<file path="src/rtl/btn_sw_conditioner.sv">
// Input conditioning for the calculator: 2-FF synchronisers on buttons and switches,
// per-button debounce with a clean level and a one-cycle press pulse.
module btn_sw_conditioner #(
  parameter int N_BTN     = 5,
  parameter int N_SW      = 16,
  parameter int DB_CYCLES = 500000
) (
  input  logic             clk,
  input  logic             rst_n,
  input  logic [N_BTN-1:0] btn_raw,
  input  logic [N_SW-1:0]  sw_raw,
  output logic [N_BTN-1:0] btn_level,
  output logic [N_BTN-1:0] btn_pulse,
  output logic [N_SW-1:0]  sw_sync
);

  localparam int CNT_W = $clog2(DB_CYCLES + 1);
  localparam logic [CNT_W-1:0] CNT_LAST = CNT_W'(DB_CYCLES - 1);

  typedef enum logic {STABLE, PENDING} db_state_t;

  logic [N_BTN-1:0] btn_s1_p1, btn_s2_p2;
  logic [N_SW-1:0]  sw_s1_p1, sw_s2_p2;

  db_state_t        state_q [N_BTN];
  db_state_t        state_d [N_BTN];
  logic [CNT_W-1:0] cnt_q   [N_BTN];
  logic [CNT_W-1:0] cnt_d   [N_BTN];
  logic [N_BTN-1:0] level_q, level_d;
  logic [N_BTN-1:0] pulse_q, pulse_d;

  // Stage p1/p2: two-flop synchroniser for every raw input
  always_ff @(posedge clk or negedge rst_n) begin
    if (!rst_n) begin
      btn_s1_p1 <= '0;
      btn_s2_p2 <= '0;
      sw_s1_p1  <= '0;
      sw_s2_p2  <= '0;
    end else begin
      btn_s1_p1 <= btn_raw;
      btn_s2_p2 <= btn_s1_p1;
      sw_s1_p1  <= sw_raw;
      sw_s2_p2  <= sw_s1_p1;
    end
  end

  // Debounce: any cycle where s2 agrees with the level restarts the count
  always_comb begin
    level_d = level_q;
    pulse_d = '0;
    for (int i = 0; i < N_BTN; i++) begin
      state_d[i] = state_q[i];
      cnt_d[i]   = cnt_q[i];
      if (btn_s2_p2[i] == level_q[i]) begin
        state_d[i] = STABLE;
        cnt_d[i]   = '0;
      end else if (((state_q[i] == PENDING) ? cnt_q[i] : '0) == CNT_LAST) begin
        level_d[i] = btn_s2_p2[i];
        pulse_d[i] = btn_s2_p2[i];
        state_d[i] = STABLE;
        cnt_d[i]   = '0;
      end else begin
        state_d[i] = PENDING;
        cnt_d[i]   = ((state_q[i] == PENDING) ? cnt_q[i] : '0) + CNT_W'(1);
      end
    end
  end

  // Stage p3: debounce state, level and pulse registers
  always_ff @(posedge clk or negedge rst_n) begin
    if (!rst_n) begin
      for (int i = 0; i < N_BTN; i++) begin
        state_q[i] <= STABLE;
        cnt_q[i]   <= '0;
      end
      level_q <= '0;
      pulse_q <= '0;
    end else begin
      for (int i = 0; i < N_BTN; i++) begin
        state_q[i] <= state_d[i];
        cnt_q[i]   <= cnt_d[i];
      end
      level_q <= level_d;
      pulse_q <= pulse_d;
    end
  end

  assign btn_level = level_q;
  assign btn_pulse = pulse_q;
  assign sw_sync   = sw_s2_p2;

endmodule
</file>
<file path="config.mk">
export PLATFORM = sky130hd
export DESIGN_NAME = btn_sw_conditioner
export DESIGN_NICKNAME = d
export VERILOG_FILES = /design/src/rtl/btn_sw_conditioner.sv
export SDC_FILE = /design/constraint.sdc
export NUM_CORES = 1
export LEC_CHECK = 0
export BUFFER_PORTS_ARGS = -buffer_cell sky130_fd_sc_hd__buf_4
export CAP_MARGIN = 20
export CORE_UTILIZATION = 30
export CTS_CLUSTER_DIAMETER = 40
export DETAILED_ROUTE_END_ITERATION = 12
export PLACE_DENSITY_LB_ADDON = 0.12
export SYNTH_ARGS = -nofsm -noshare
export SYNTH_HDL_FRONTEND = slang
export SYNTH_SLANG_ARGS = --single-unit
</file>
<file path="constraint.sdc">
create_clock -name clk -period 2.3 [get_ports clk]
set_input_delay 0 -clock clk [delete_from_list [all_inputs] [get_ports clk]]
set_output_delay 0 -clock clk [all_outputs]
set_load 0.01 [all_outputs]
</file>
Word-level counts from Yosys, hierarchy flattened
Index checks and enable logic that the tools add are counted.
{"block": "op_classes", "multipliers": 0, "bitwise": 5, "n_reduce_logical": 5, "div": 0, "add_sub_neg": 5, "muxes": 35, "magnitude_cmp": 0, "shifts": 0, "n_eq_ne": 10}
{"cell": "19-bit 2-to-1 mux", "n": 15}
{"cell": "19-bit by 1-bit adder with 19-bit output (second input constant)", "n": 5}
{"cell": "19-bit equality test (second input constant)", "n": 5}
{"cell": "1-bit 2-to-1 mux", "n": 20}
{"cell": "2-bit AND reduction", "n": 5}
{"cell": "1-bit equality test", "n": 5}
{"cell": "1-bit inverter", "n": 5}
{"block": "word_totals", "register_bits": 152, "wordCells": 80, "mem_bits_rw": 0, "mem_count": 0, "in_bits": 23, "latch_bits": 0, "mem_bits_ro": 0}

Depth between registers and ports, before layout
Gate-level depths: netlist of the first run.
{"block": "logic_depth", "ltp_word": 4, "depth_mapped": 9, "ltp_nobuf": 6}

Least setup slack after synthesis of the first run
OpenSTA, ideal clock, no wires.
{"block": "synth_path", "path_type": "register to register", "startpoint": "register state_q[1] (netlist name)", "endpoint": "register cnt_q[21] (netlist name)", "path_stages_with_launch": 10, "path_slack_ns": -0.224, "setup_ns": 0.132, "path_buffers": 3, "arrival_ns": 2.392, "period_less_slack_ns": 2.524, "cell_sequence": "dfrtp_1 > clkbuf_1 > clkbuf_1 > and2_1 > ha_1 > nand4_1 > or3_1 > o21ai_1 > clkbuf_1 > nor2_1"}
{"element": "from (decl)", "line_no": "25", "source": "db_state_t state_q [N_BTN];"}
{"element": "from (signal, indexed assignment)", "line_no": "80", "source": "state_q[i] <= state_d[i];"}
{"element": "to (signal, indexed assignment)", "line_no": "81", "source": "cnt_q[i] <= cnt_d[i];"}
{"element": "to (decl)", "line_no": "27", "source": "logic [CNT_W-1:0] cnt_q [N_BTN];"}

Worst setup path after layout of the first run
{"block": "layout_path", "startpoint": "register cnt_q[66] (netlist name)", "endpoint": "register level_q[1] (netlist: btn_level[1])"}
{"block": "layout_between", "elab_chain_len": 3}
{"element": "19-bit 2-to-1 mux", "line_no": "57", "source": "end else if (((state_q[i] == PENDING) ? cnt_q[i] : '0) == CNT_LAST) begin"}
{"element": "19-bit equality test", "line_no": "57"}
{"element": "2-bit AND reduction (no source line)"}
{"element": "to (signal assigned)", "line_no": "83", "source": "level_q <= level_d;"}
{"element": "to (decl)", "line_no": "29", "source": "logic [N_BTN-1:0] level_q, level_d;"}
No other way between the ends.
A chain may end at the register's enable or synchronous reset.

==> results.yml, run 1 <==
finish:
  n_fill_cell: 2138
  layout-drive-gt1-share: 0.184
  fin_util: 0.386
  area_delta_synth_final_pct: 26.7
  regArea_sq_mm: 0.00380
  fin_area_sq_mm: 0.00843
  antenna_cells: 0
  num-nets-final: 777
  multi_input_area_sq_mm: 0.00272
synth:
  synth_cells: 634
  synth-edff-count: 0
  synthesis.area_sq_mm: 0.00666
  synthTopCellsByArea: "dfrtp_1 57%, xor2_1 4.2%, nor2_1 4.1%, xnor2_1 3.7%, nand4_1 3.4%"
  yosys.area.top_type: "dfrtp_1"
  ys_seq_area_frac: 0.571
  synth_top_area_share: 0.571
  ys_ff_latch: 152
  ys_dominant_reg_cell: "dfrtp_1"
  syn_nets: 662
  ys.warnings.count: 0
  async_reset_ff_frac: 1.00
  avgSynthCellArea_sq_um: 10.5
  yosys.cell_types.count: 41
job:
  max-cap-violations: 0
placed_design:
  gp_routability_congestion: 0.812
  place_hpwl_um: 10400
  port_buffers: 48
  dpl_cell_area_sq_mm: 0.00764
drt:
  ant_nets: 0
  drc: 0
  first_pass_iters: 4
  wl_um: 15000
  viasPerCell: 4.90
  wire_per_inst_um: 14.4
  vias: 5107
  first_iter_violations: 216
power_and_ir_drop:
  p_per_area_mw_per_mm2: 678
  vdd_drop_max_mv: 0.421
  p_leak_nw: 3.47
timing:
  tns_ps: 0
  hold_ws_ps: 174
  tightest_slew_ps: 709
  post-route-period-util: 0.948
  setup_viol_count_final: 0
  drv_slew: 0
  rsz0062_at_grt: "false"
  finalHoldViolations: 0
  slew_headroom: 0.528
  skew_ps: 7.55
  min_period_ps: 2180
  max_freq_ghz: 0.459
grt:
  grt_max_degree: 75
  grt_use_total: 0.144
  grt_pass1_wl_um: 25500
  grt_pass1_vias: 5245
  grt_overflow: 0
  antenna_found_initial: 0
critical_path:
  critPathMaxStageDelay_ps: 550
  worst-endpoint-arrival_ps: 2490
  r2r_cells: 4
  crit_path_end_kind: "register"
  startpoint_type: "register"
  crit_type: "register to register"
  r2r_start: "cnt_q[66]"
  r2r_slack_ps: 120
  cp_max_fo: 4
  cp.required_ps: 2610
  path_cells: "or4b_1 -> or4_4 -> or2_4 -> mux2_4"
  reg2reg_to: "btn_level[1]"
  cpMaxStageDelayCell: "or4_4"
min_path:
  hold_path.class: "input pin to asynchronous set/reset pin"
status:
  outcome: "completed"
clock_network:
  clk_latency_ps: 420
  cts.path.max_buffers: 2
  clk_pin_slew_ps: 60
  root_buffer: "clkbuf_16"
  cts_tree: "yes"
  htree_levels: 4
  cts_buffers: 17
  clkSinkCount: 152
die:
  io_pins: 49
  fp.dieH_um: 151
  dieArea_sq_mm: 0.0228
  core-area_sq_mm: 0.0218
  fp-row-count: 54
  start_util: 0.305
  die_w_um: 151
-- cell families after synthesis --
group | share of synthesized area
fa+ha+maj | 0.00940
mux | 0.00902
flops | 0.571
compound gates | 0.0695
buf+inv | 0.0227
xor+xnor | 0.0789
simple gates | 0.239
-- layout make-up --
| cell class | instances | area share |
|---|---|---|
| flip-flops and latches | 152 | 0.451 |
| multi-input cells | 443 | 0.322 |
| repair buffers | 112 | 0.108 |
| clock buffers | 20 | 0.0518 |
| well taps | 280 | 0.0415 |
| clock inverters | 12 | 0.0153 |
| inverters | 23 | 0.0102 |
-- metal layers --
metal | global-route usage | share of wire
met5 | 0 | 0
met4 | 0.0575 | 0.017
met3 | 0.0377 | 0.030
met2 | 0.233 | 0.48
met1 | 0.183 | 0.47
-- layout by cell type, fill, tap and decap left out, types with 10 or more instances in the layout --
| cell | instances |
|---|---|
| nor4_1 | 13 |
| inv_1 | 23 |
| dlygate4sd3_1 | 22 |
| a21oi_1 | 30 |
| o21ai_0 | 10 |
| and2_1 | 12 |
| xor2_1 | 32 |
| nor2_1 | 73 |
| dfrtp_1 | 152 |
| xnor2_1 | 28 |
| clkbuf_16 | 17 |
| nand3_1 | 30 |
| buf_4 | 88 |
| nor3_1 | 16 |
| nand4_1 | 36 |
| a31o_2 | 10 |
| and3_1 | 16 |
| nand2_1 | 54 |
-- critical path, delay by kind of cell, from the launching register on --
family           cells  cell delay (ps)
AND/OR/NAND/NOR      3             1370
multiplexers         1              290
flip-flops           1              410
-- flip-flops by register name (all words and copies together) (netlist names) --
name	count
cnt_q	95
state_q	5
sw_sync	16
btn_s2_p2	5
btn_level	5
sw_s1_p1	16
btn_s1_p1	5
btn_pulse	5
-- synth_stat cells, types with 2 or more instances --
cell and number:
o21ai_0 10, nor4_1 14, and3_1 16, nor4b_1 4, nor3_1 16, a21oi_1 30, ha_1 5, and2_1 12
o21ai_1 3, or4_1 11, a211o_1 3, nand2_1 54, a21o_1 3, xnor2_1 28, nor3b_1 4, inv_1 23
nand3_1 30, clkbuf_1 14, a31o_2 10, nand4_1 36, or3_1 9, nand4b_1 2, nor2_1 73, mux2_2 4
and3b_1 2, xor2_1 32, or4b_1 2, o211ai_1 7, o31ai_1 5, and4_1 8, dfrtp_1 152, nor4bb_1 3
-- where the power goes --
| group | switching [mW] | internal [mW] |
|---|---|---|
| registers | 0.0291 | 2.73 |
| clock network | 1.11 | 1.59 |
| logic | 0.144 | 0.113 |
| total | 1.29 | 4.43 |
-- worst max path at each step --
stage               depth (start not counted)       start            to
finish                                      4   cnt_q[66]  btn_level[1]
global route                                6  state_q[3]     cnt_q[75]
CTS                                         6  state_q[3]     cnt_q[75]
detailed placement                          6  state_q[3]     cnt_q[75]
global placement                            4   cnt_q[66]  btn_level[1]
floorplan                                   8  state_q[4]     cnt_q[94]
-- through the flow --
step / worst slack, ps / total power, mW / std cells
2_1_floorplan: 16.6 / 2.87 / 634
4_1_cts: 95.8 / 5.83 / 1042
3_5_place_dp: 115 / 3.04 / 988
5_1_grt: 32.3 / 5.98 / 1042
6_report: 120 / 5.72 / 1042
3_3_place_gp: 122 / 3.04 / 988
-- repair_timing --
item,4_1_cts,5_1_grt
hold buffers,22,0
gates resized for setup,0,2
endpoints found under the hold margin,92,0
setup endpoints to repair,0,2
buffers inserted,0,0
No activity file was read; power rests on OpenSTA's default activity.
==> run 2, diff against run 1 <==
- CORE_ASPECT_RATIO: not set -> 0.8
- GPL_ROUTABILITY_DRIVEN: not set -> 0
==> run 2 against run 1 <==
Clock power grew 17%. Non-clock buffer count decreased by 3. Global-route usage shrank 0.84 points. Via count is 1.1% lower. Die area is essentially flat. Critical path type unchanged. Highest routed layer unchanged.
==> results.yml, run 2 (same netlist as run 1, synthesis figures left out) <==
status:
  outcome: "completed"
clock_network:
  clk_latency_ps: 420
  clk_pin_slew_ps: 60
  htree_levels: 4
  root_buffer: "clkbuf_16"
  cts_buffers: 17
  cts_tree: "yes"
  cts.path.max_buffers: 2
  clkSinkCount: 152
grt:
  grt_max_degree: 54
  grt_pass1_vias: 4926
  antenna_found_initial: 0
  grt_pass1_wl_um: 24400
  grt_use_total: 0.136
  grt_overflow: 0
drt:
  viasPerCell: 4.78
  met3_length_um: 537
  first_pass_iters: 5
  drt-met1-wl_um: 7150
  wire_per_inst_um: 13.6
  dr_wl_met2_um: 6450
  drc: 0
  first_iter_violations: 304
  wl_um: 14300
  routed.top_layer: "met4"
  ant_nets: 0
  vias: 5052
finish:
  area_delta_synth_final_pct: 28.4
  multi_input_area_sq_mm: 0.00273
  antenna_cells: 0
  fin_util: 0.394
  largest_register: "cnt_q"
  largest_reg_flops: 95
  final_cells: 1058
  num-nets-final: 774
  n_fill_cell: 2098
  fin_area_sq_mm: 0.00855
  most-common-layout-cells: "152 x dfrtp_1, 85 x buf_4, 73 x nor2_1"
  regArea_sq_mm: 0.00380
  layout-drive-gt1-share: 0.183
  final_common_cell: "dfrtp_1"
power_and_ir_drop:
  p_leak_nw: 3.54
  vdd_drop_max_mv: 0.507
  p_per_area_mw_per_mm2: 723
  totalPowerFinal_mw: 6.18
die:
  fp-row-count: 48
  die_w_um: 169
  core-area_sq_mm: 0.0217
  io_pins: 49
  dieArea_sq_mm: 0.0228
  fp.dieH_um: 135
  start_util: 0.307
job:
  max-cap-violations: 0
placed_design:
  dpl_cell_area_sq_mm: 0.00764
  dp.cells: 1005
  port_buffers: 48
  place_hpwl_um: 10000
critical_path:
  r2r_start: "cnt_q[66]"
  worst-endpoint-arrival_ps: 2490
  cp.required_ps: 2600
  crit_type: "register to register"
  crit_path_end_kind: "register"
  cp_max_fo: 4
  startpoint_type: "register"
  reg2reg_to: "btn_level[1]"
  r2r_cells: 4
  r2r_slack_ps: 120
timing:
  post-route-period-util: 0.950
  max_freq_ghz: 0.458
  tns_ps: 0
  min_period_ps: 2180
  finalHoldViolations: 0
  rsz0062_at_grt: "false"
  slew_headroom: 0.611
  setup_viol_count_final: 0
  skew_ps: 8.97
  tightest_slew_ps: 578
  drv_slew: 0
min_path:
  hold_path.class: "input pin to asynchronous set/reset pin"
run 2: cell types whose count changed in the layout (fill, tap and decap cells not counted), sizes merged:
cell and delta:
clkinvlp -5, bufinv +4, buf -3, clkbuf -3, inv +3
run 2: power by group:
group          switching (mW)  internal, mW  total (mW)
combinational           0.142         0.114       0.256
clock                    1.13          2.04        3.17
sequential             0.0284          2.73        2.76
total                    1.30          4.88        6.18
run 2: repair_timing:
action | 4_1_cts | 5_1_grt
setup buffers | 0 | 0
hold buffers | 22 | 0
setup endpoints to repair | 0 | 5
hold endpoints to repair | 113 | 0
resized for setup | 0 | 3
run 2: metal layers:
| layer | up-vias | global-route usage |
|---|---|---|
| li1 | 2485 | - |
| met1 | 2462 | 0.187 |
| met2 | 87 | 0.206 |
| met3 | 18 | 0.0330 |
| met4 | 0 | 0.0525 |
| met5 | - | 0 |
run 2: final cells by class:
type / instances / area share
inverter: 23 / 0.0101
timing repair buffer: 109 / 0.104
tap: 300 / 0.0439
clock buffer: 17 / 0.0498
clock inverter: 14 / 0.0287
multi-input combinational: 443 / 0.319
sequential: 152 / 0.445
run 2: stage by stage:
step	setup WS (ps)	hold slack (ps)
after floorplan	16.6	-296
after global placement	134	-11.6
after detailed placement	96.2	-8.31
after CTS	61.9	107
after global routing	16.1	133
final	116	111
run 2: worst max-delay path, stage by stage, from the launching register on:
cell,delay (ps)
dfrtp_1,410
or4b_1,540
or4_4,550
or2_4,280
mux2_4,290
run 2: worst max-delay path by stage:
stage | from | endpoint | cells past startpoint | slack [ps]
detailed placement | cnt_q[57] | cnt_q[75] | 6 | 100
floorplan | state_q[4] | cnt_q[94] | 8 | 20
CTS | cnt_q[57] | cnt_q[75] | 6 | 60
global route | cnt_q[57] | cnt_q[75] | 6 | 20
finish | cnt_q[66] | btn_level[1] | 4 | 120
global placement | cnt_q[66] | btn_level[1] | 4 | 130
==> run 3, diff against run 2 <==
==> constraint.sdc (replaced) <==
create_clock -name clk -period 2.3 [get_ports clk]
set_input_delay 0.23 -clock clk [delete_from_list [all_inputs] [get_ports clk]]
set_output_delay 0.23 -clock clk [all_outputs]
set_load 0.01 [all_outputs]
==> run 3 against run 2 <==
Final cell count fell by 0.19%. First-iteration DRC count down 22%. Non-clock buffer count shrank 2. Power down 5.6%. Critical path type unchanged. Via count down 1.4%. Fmax is 0.68% lower. Sequential power barely moved. Global-route usage is 0.32 points lower. Utilization shrank 0.46 points. Combinational power decreased by 2%.
==> results.yml, run 3 (same netlist as run 1, synthesis figures left out) <==
die:
  die_w_um: 169
  io_pins: 49
  core-area_sq_mm: 0.0217
  dieArea_sq_mm: 0.0228
  fp.dieH_um: 135
  start_util: 0.307
  fp-row-count: 48
finish:
  largest_reg_flops: 95
  area_delta_synth_final_pct: 26.9
  num-nets-final: 772
  most-common-layout-cells: "152 x dfrtp_1, 83 x buf_4, 73 x nor2_1"
  layout-drive-gt1-share: 0.179
  fin_area_sq_mm: 0.00845
  antenna_cells: 0
  final_common_cell: "dfrtp_1"
  largest_register: "cnt_q"
  n_fill_cell: 2108
clock_network:
  clk_pin_slew_ps: 70
  post_cts_buffers: 0
  cts_buffers: 17
  htree_levels: 4
  cts.path.max_buffers: 2
  root_buffer: "clkbuf_16"
  cts_tree: "yes"
  clk_latency_ps: 420
  clkSinkCount: 152
power_and_ir_drop:
  vdd_drop_max_mv: 0.407
  p_leak_nw: 3.47
  p_per_area_mw_per_mm2: 690
  totalPowerFinal_mw: 5.84
grt:
  antenna_found_initial: 0
  grt_max_degree: 65
  grt_overflow: 0
  grt_pass1_vias: 4903
  grt_use_total: 0.133
  grt_pass1_wl_um: 24000
critical_path:
  crit_path_end_kind: "register"
  crit_type: "register to register"
  worst-endpoint-arrival_ps: 2510
  startpoint_type: "register"
  r2r_slack_ps: 100
  cp.required_ps: 2610
  cp_max_fo: 4
drt:
  routed.top_layer: "met4"
  wl_um: 13900
  first_iter_violations: 236
  ant_nets: 0
  vias: 4980
  first_pass_iters: 5
  dr_wl_met2_um: 6370
  drt-met1-wl_um: 6960
  wire_per_inst_um: 13.2
  viasPerCell: 4.72
  met3_length_um: 403
  drc: 0
placed_design:
  dpl_cell_area_sq_mm: 0.00763
  port_buffers: 48
  place_hpwl_um: 9680
timing:
  min_period_ps: 2200
  tightest_slew_ps: 705
  drv_slew: 0
  max_freq_ghz: 0.455
  post-route-period-util: 0.956
  slew_headroom: 0.526
  finalHoldViolations: 0
  skew_ps: 12.1
  setup_viol_count_final: 0
  rsz0062_at_grt: "false"
  tns_ps: 0
min_path:
  hold_path.class: "register to register"
status:
  outcome: "completed"
job:
  max-cap-violations: 0
-- run 3: metal layers --
metal | vias to the layer above | global-route usage
met1 | 2437 | 0.176
met4 | 0 | 0.0485
li1 | 2468 | -
met5 | - | 0
met3 | 11 | 0.0339
met2 | 64 | 0.210
-- run 3: what timing repair did --
action / in CTS / in global routing
setup endpoints to repair: 0 / 4
resized for setup: 0 / 2
hold buffers: 22 / 0
hold endpoints to repair: 81 / 0
-- run 3: path summary, 6_finish.rpt --
kind	to	startpoint	depth (start not counted)
setup / recovery	btn_level[1]	cnt_q[66]	4
hold / removal	sw_sync[14]	sw_s1_p1[14]	0
setup reg to reg	btn_level[1]	cnt_q[66]	4
hold reg to reg	sw_sync[14]	sw_s1_p1[14]	0
max in group asynchronous	cnt_q[7]	rst_n	3
min in group asynchronous	sw_s1_p1[6]	rst_n	2
-- run 3: stage by stage --
step,worst slack (ps),util,instances,hold slack [ps]
after detailed placement,35.1,0.352,1003,272
after global routing,13.6,0.390,1056,352
final,101,0.390,1056,344
after CTS,25.9,0.389,1056,344
after global placement,118,0.352,1003,266
after floorplan,16.6,-,634,-65.6
-- run 3: power breakdown --
group	internal, mW	switching (mW)
registers	2.73	0.0280
clock network	1.73	1.10
logic	0.114	0.138
-- run 3: critical path: stages, from the launching register on --
cell and delay, ps:
dfrtp_1 410, or4b_1 550, or4_4 550, or2_4 280, mux2_4 300
-- run 3: cell type report --
cell class	instances	area [sq um]	area share
Inverter	23	86.3	0.0102
Timing Repair Buffer	107	875	0.103
Clock buffer	20	447	0.0528
Tap cell	300	375	0.0444
Clock inverter	11	149	0.0176
Sequential cell	152	3800	0.450
Multi-Input combinational cell	443	2720	0.321
